$ cat config.mk
export PLATFORM = sky130hd
export DESIGN_NAME = shift_reg_framer
export DESIGN_NICKNAME = d
export VERILOG_FILES = /design/src/rtl/ps2_pkg.sv /design/src/rtl/frame_counter.sv /design/src/rtl/shift_reg_framer.sv
export SDC_FILE = /design/constraint.sdc
export NUM_CORES = 1
export LEC_CHECK = 0
export CORE_AREA = 8 8 89 67
export CTS_BUF_LIST = sky130_fd_sc_hd__clkbuf_16
export CTS_CLUSTER_DIAMETER = 200
export DETAILED_ROUTE_END_ITERATION = 7
export DIE_AREA = 0 0 97 75
export GPL_TIMING_DRIVEN = 0
export MAX_ROUTING_LAYER = met4
export PLACE_DENSITY = 0.46
export SETUP_SLACK_MARGIN = 0.4
export SLEW_MARGIN = 20
export SYNTH_ARGS = -nofsm -noshare
export SYNTH_HDL_FRONTEND = slang
export SYNTH_SLANG_ARGS = --single-unit
$ cat constraint.sdc
create_clock -name clk -period 1.15 [get_ports clk]
set_input_delay 0.115 -clock clk [delete_from_list [all_inputs] [get_ports clk]]
set_output_delay 0.115 -clock clk [all_outputs]
set_load 0.01 [all_outputs]
$ cat src/rtl/ps2_pkg.sv
// Shared types and constants for the PS/2 receive / serialiser datapath.
package ps2_pkg;

  typedef enum logic [1:0] {
    HOLD = 2'd0,
    SHL  = 2'd1,
    SHR  = 2'd2,
    LOAD = 2'd3
  } shift_mode_t;

  localparam int PS2_FRAME_LEN = 11;

endpackage

$ cat src/rtl/frame_counter.sv
// Counts shifts within a frame and emits a registered one-cycle pulse
// after the FRAME_LEN-th shift, wrapping straight into the next frame.
module frame_counter #(
  parameter int FRAME_LEN = 11,
  parameter int CW        = $clog2(FRAME_LEN + 1)
) (
  input  logic          clk,
  input  logic          reset,
  input  logic          clr,
  input  logic          inc,
  output logic [CW-1:0] cnt,
  output logic          wrap_pulse
);

  localparam logic [CW-1:0] LAST = CW'(FRAME_LEN - 1);
  localparam logic [CW-1:0] ONE  = CW'(1);

  logic [CW-1:0] cnt_reg, cnt_next;
  logic          wrap_reg, wrap_next;

  always_comb begin
    cnt_next  = cnt_reg;
    wrap_next = 1'b0;
    if (clr) begin
      cnt_next = '0;
    end else if (inc) begin
      // The completing shift restarts the count so the next shift is bit 1.
      if (cnt_reg == LAST) begin
        cnt_next  = '0;
        wrap_next = 1'b1;
      end else begin
        cnt_next = cnt_reg + ONE;
      end
    end
  end

  always_ff @(posedge clk or negedge reset) begin
    if (!reset) begin
      cnt_reg  <= '0;
      wrap_reg <= 1'b0;
    end else begin
      cnt_reg  <= cnt_next;
      wrap_reg <= wrap_next;
    end
  end

  assign cnt        = cnt_reg;
  assign wrap_pulse = wrap_reg;

endmodule

$ cat src/rtl/shift_reg_framer.sv
// Bidirectional shift/load register with frame counting and live parity,
// used for PS/2 receive (SHR, LSB first) or as a transmit serialiser.
module shift_reg_framer
  import ps2_pkg::*;
#(
  parameter int N         = 11,
  parameter int FRAME_LEN = N,
  parameter int CW        = $clog2(FRAME_LEN + 1)
) (
  input  logic          clk,
  input  logic          reset,
  input  logic          en,
  input  logic          clear,
  input  shift_mode_t   mode,
  input  logic          sin,
  input  logic [N-1:0]  d,
  output logic [N-1:0]  q,
  output logic          sout_l,
  output logic          sout_r,
  output logic [CW-1:0] bit_cnt,
  output logic          frame_done,
  output logic          parity
);

  logic [N-1:0] q_reg, q_next;
  logic         is_shift, is_load;

  assign is_shift = en && ((mode == SHL) || (mode == SHR));
  assign is_load  = en && (mode == LOAD);

  always_comb begin
    q_next = q_reg;
    if (clear) begin
      q_next = '0;
    end else if (en) begin
      case (mode)
        SHL:     q_next = {q_reg[N-2:0], sin};
        SHR:     q_next = {sin, q_reg[N-1:1]};
        LOAD:    q_next = d;
        default: q_next = q_reg;
      endcase
    end
  end

  always_ff @(posedge clk or negedge reset) begin
    if (!reset) begin
      q_reg <= '0;
    end else begin
      q_reg <= q_next;
    end
  end

  // A load restarts the frame just like a clear does.
  frame_counter #(
    .FRAME_LEN(FRAME_LEN),
    .CW       (CW)
  ) u_frame_counter (
    .clk       (clk),
    .reset     (reset),
    .clr       (clear | is_load),
    .inc       (is_shift),
    .cnt       (bit_cnt),
    .wrap_pulse(frame_done)
  );

  assign q      = q_reg;
  assign sout_l = q_reg[N-1];
  assign sout_r = q_reg[0];
  assign parity = ^q_reg;

endmodule

Word level (Yosys, flattened, before mapping)
Cells that the tools add are included.
{"block": "totals", "mem_count": 0, "romBits": 0, "in_bits": 18, "reg_bits": 16, "out_inout_bits": 19, "ram_bits": 0, "latchBits": 0}
{"block": "op_classes", "n_div": 0, "bitwise_logic": 1, "eq_ne": 4, "n_reduce_logical": 8, "shifts": 0, "multipliers": 0, "n_addsub": 1, "order_cmp": 0, "n_mux": 9}
{"cell": "11-bit case mux with 3 select lines", "n": 1}
{"cell": "11-bit two-way mux", "n": 2}
{"cell": "4-bit two-way mux", "n": 3}
{"cell": "11-bit parity", "n": 1}
{"cell": "4-bit by 1-bit adder with 4-bit output (second input constant)", "n": 1}
{"cell": "2-bit equality test (second input constant)", "n": 2}
{"cell": "4-bit equality test (second input constant)", "n": 1}
{"cell": "2-bit nonzero test", "n": 2}
{"cell": "4-bit nonzero test", "n": 1}
{"cell": "1-bit two-way mux", "n": 3}
{"cell": "2-bit by 1-bit equality test with 1-bit output (second input constant)", "n": 1}
{"cell": "1-bit logical AND", "n": 2}
{"cell": "2-bit AND reduction", "n": 1}
{"cell": "1-bit logical OR", "n": 1}
{"cell": "1-bit bitwise OR", "n": 1}

Longest topological paths before layout
{"block": "depth", "word_depth": 5, "ltp_mapped": 6, "ltp_nobuf": 5}

By module
From an unflattened synthesis, not the netlist that was laid out.
{"block": "unflattened", "hier_cells": 97, "hier_area_um2": 1012.2}
{"module": "shift_reg_framer", "seq_area_each_um2": 275.3, "cells_per_inst": 71, "area_per_inst_um2": 744.5, "n_inst": 1}
{"module": "frame_counter", "seq_area_each_um2": 125.1, "cells_per_inst": 26, "area_per_inst_um2": 267.8, "n_inst": 1}

Worst setup path after synthesis
Ideal clock, no wire load.
{"block": "synth_timing", "kind": "flip-flop to output port", "from": "register q_reg[10] (netlist: q[10])", "to": "output port parity", "setup_slack_ps": -168, "required_ps": 1035, "n_path_buf": 0, "path_stages_with_launch": 4, "arrival_ps": 1203, "path_cell_list": "dfrtp_1 -> xnor2_1 -> xnor2_1 -> xnor3_1"}
{"block": "synth_via", "elab_chain_cells": 1}
{"item": "start: declaration", "line": "shift_reg_framer.sv:25", "rtl": "logic [N-1:0] q_reg, q_next;"}
{"item": "start signal: assignment", "line": "shift_reg_framer.sv:49", "rtl": "q_reg <= q_next;"}
{"item": "11-bit parity", "line": "shift_reg_framer.sv:69", "rtl": "assign parity = ^q_reg;"}
{"item": "end: declaration", "line": "shift_reg_framer.sv:22", "rtl": "output logic parity"}
No other way between the ends.

Worst setup path in the final report
{"block": "layout_timing", "from": "register q_reg[2] (netlist: q[2])", "to": "output port parity"}
Same word-level chain as after synthesis.

==> Implementation_results.wiki <==
{| class="wikitable"
! Metric !! Value
|-
| Slowest cell on the critical path || xnor3_1
|-
| Hold Violations, Final || 16
|-
| Clock Sinks || 16
|-
| Sequential-to-total area share from yosys stat || 0.396
|-
| Storage cell area || 414 um2
|-
| Number of diodes || 0
|-
| Mean routed wirelength per cell || 17.1 um
|-
| Detailed router's first-iteration violation count || 54
|-
| Min-delay worst type || in2async
|-
| Total Routing Usage GR || 0.112
|-
| Warnings from Yosys || 0
|-
| Most used flip-flop cell after synthesis || dfrtp_1
|-
| Vias per Instance || 4.74
|-
| Fin area || 2150 um2
|-
| Area after detailed placement || 1540 um2
|-
| Layout area overhead || 112%
|-
| Slew at the pin closest to its max-slew limit || 458 ps
|-
| Share of the clock period used by the worst path || 1.45
|-
| Tot Pwr || 1.85 mW
|-
| Detail Route Antenna Nets || 0
|-
| Critical Path AT || 1560 ps
|-
| IO Port Bufs || 36
|-
| Proportion of netlist area held by the largest area contributor || 0.396
|-
| Final cell utilization of the core || 0.467
|-
| Placed wire-length estimate after detailed placement || 2460 um
|-
| Standby leakage power || 0.953 nW
|-
| Buffers and inverters on the worst path || 1
|-
| Fraction of layout instances using a drive strength above 1 || 0.694
|-
| Maximum single-stage delay on the critical path || 410 ps
|-
| Pin count of the biggest net entering global routing || 17
|-
| Number of global-route vias before repair || 1202
|-
| Number of fill cells in the layout || 424
|-
| Starting utilization of the core area || 0.220
|-
| Failing checks || negative hold slack, negative setup slack
|-
| Power per Cell Area || 860 nW/um2
|-
| Clock root buffer master || clkbuf_16
|-
| Number of setup violations in the final report || 13
|-
| Total congestion overflow || 0
|-
| Most used routing layer in global routing || met2
|-
| Number of buffers between clock root and the deepest sink || 2
|-
| Worst setup path category || reg2out
|-
| GPL Wtd Cong || 0.749
|-
| Area of the mapped netlist || 1010 um2
|-
| Post-placement setup slack || -894 ps
|-
| Slew HR || 0.695
|-
| Ordered cell list for the critical path || xor2_1 -> xnor2_1 -> xnor3_1 -> buf_2
|-
| Yosys reg bits || 16
|-
| Worst ir drop on vdd || 0.457 mV
|-
| DRC errors left || 0
|-
| Via total after detailed routing || 1091
|-
| Fin nets || 197
|-
| Global-route wire length before repair || 6240 um
|-
| H-Tree Depth || 1
|-
| Net Count, Synth || 117
|-
| Reg2reg setup slack || -120 ps
|-
| Met2 demand-to-capacity share in global routing || 0.181
|-
| Non-Filler Instances || 230
|-
| Total routed wirelength || 3940 um
|-
| CP Data Required Time || 1030 ps
|-
| Crit end category || output pin
|-
| TritonCTS clock tree || yes
|-
| Routing usage on met1 || 0.134
|-
| Largest register FFs || 11
|-
| Post-Synthesis Mean Instance Area || 10.8 um2
|-
| Maximum fanout along the worst path || 2
|-
| Smallest setup slack after layout || -523 ps
|-
| Multi-input gate area || 752 um2
|-
| Number of instances in the synthesized netlist || 94
|-
| Placed Instances || 187
|-
| Die span in y || 75 um
|-
| Clock insertion delay at the later pin of the skew report || 250 ps
|-
| Floorplan die width || 97 um
|-
| Worst Hold Margin || -196 ps
|-
| Number of iterations in the first detailed-routing pass || 4
|-
| Family with the most delay on the worst path || XOR/XNOR gates
|-
| Post-Route Skew || 0.964 ps
|-
| Count of final max-slew check failures || 0
|-
| Core outline area || 4600 um2
|-
| Number of unique standard cell types used by synthesis || 26
|-
| Number of synthesized flops with an enable pin || 0
|-
| Total of max-cap violations || 0
|-
| Setup repair after global routing missed its margin || true
|-
| Hold Buf Count CTS || 0
|-
| Max Freq || 598 MHz
|-
| Share of flip-flops with an asynchronous set or reset after synthesis || 1.00
|-
| Clock buffers created by TritonCTS || 3
|-
| Met3 track utilization from global routing || 0.0275
|-
| Full die area || 7280 um2
|-
| Area contributors post-synth || dfrtp_1 40%, a22o_1 11%, o2bb2ai_1 8.7%
|-
| Row count || 21
|-
| Sum of negative setup slack || -1080 ps
|-
| Reg clk slew, reported paths || 50 ps
|-
| Antenna violations before repair || 0
|-
| Largest area contributor in the netlist || dfrtp_1
|-
| Result of the run || finished, violations left
|-
| Nature of the critical path startpoint || register
|-
| IO Count || 37
|-
| Minimum period implied by the final worst setup slack || 1670 ps
|}
==> cell usage after synthesis (2+ instances only) <==
cell type,n
dfrtp_1,16
a22o_1,13
a21oi_1,12
o2bb2ai_1,10
xnor2_1,8
ha_1,5
inv_1,5
nor2b_1,3
buf_2,2
buf_4,2
clkbuf_1,2
nand3_1,2
==> worst register-to-register path, stage by stage, from the launching register on <==
cell and delay [ps]:
dfrtp_1 420, inv_1 80, ha_2 160, nand3b_1 90, and2_4 170, mux2_2 250
==> logic make-up (layout without fill, tap and decap cells) <==
group,count (synthesis),in the layout,share of synthesized area
compound gates,39,39,0.297
xor+xnor,10,10,0.100
fa+ha+maj,5,5,0.0619
buf+inv,12,91,0.0619
flops,16,16,0.396
mux,1,1,0.0111
simple gates,11,11,0.0718
==> report_power, final <==
part           internal [mW]  switching [mW]
sequential             0.582          0.0183
clock                  0.462           0.244
combinational          0.302           0.240
==> path summary, 6_finish.rpt <==
path                                             start                         end  cells after the start
worst max register to register  u_frame_counter.cnt[0]      u_frame_counter.cnt[0]                      5
min in group clk                               mode[1]  u_frame_counter.wrap_pulse                      4
worst max-delay path                              q[2]                      parity                      4
worst min-delay path                             reset                        q[5]                      1
max in group asynchronous                        reset                        q[1]                      1
worst min register to register  u_frame_counter.cnt[1]      u_frame_counter.cnt[1]                      2
==> layer usage <==
layer,share of wire,up-vias
li1,-,510
met1,0.45,548
met2,0.50,27
met3,0.038,6
met4,0.015,0
met5,0,-
==> placed cells by master, fill, tap and decap left out, drive strengths merged, types with 2 or more instances in the layout <==
cell	synthesis	final
xnor2	8	8
inv	5	6
nor2b	3	3
buf	5	65
o2bb2ai	11	11
ha	5	5
clkdlybuf4s50	0	13
a21oi	13	13
dfrtp	16	16
nand3	2	2
clkbuf	2	6
a22o	13	13
==> layout make-up <==
cell class,count,share of cell area
Multi-Input combinational cell,66,0.350
Tap cell,57,0.0332
Sequential cell,16,0.193
Clock buffer,3,0.0349
Inverter,5,0.0157
Buffer,7,0.0274
Timing Repair Buffer,75,0.344
Clock inverter,1,0.00175
==> what timing repair did <==
| item | CTS | global route |
|---|---|---|
| gates resized for setup | 153 | 22 |
| pin swaps | 15 | 13 |
| endpoints found under the setup margin | 51 | 46 |
| buffers inserted | 28 | 9 |
| endpoints found under the hold margin | 0 | 16 |
| gates cloned | 2 | 0 |
No activity file was read; power rests on OpenSTA's default activity.
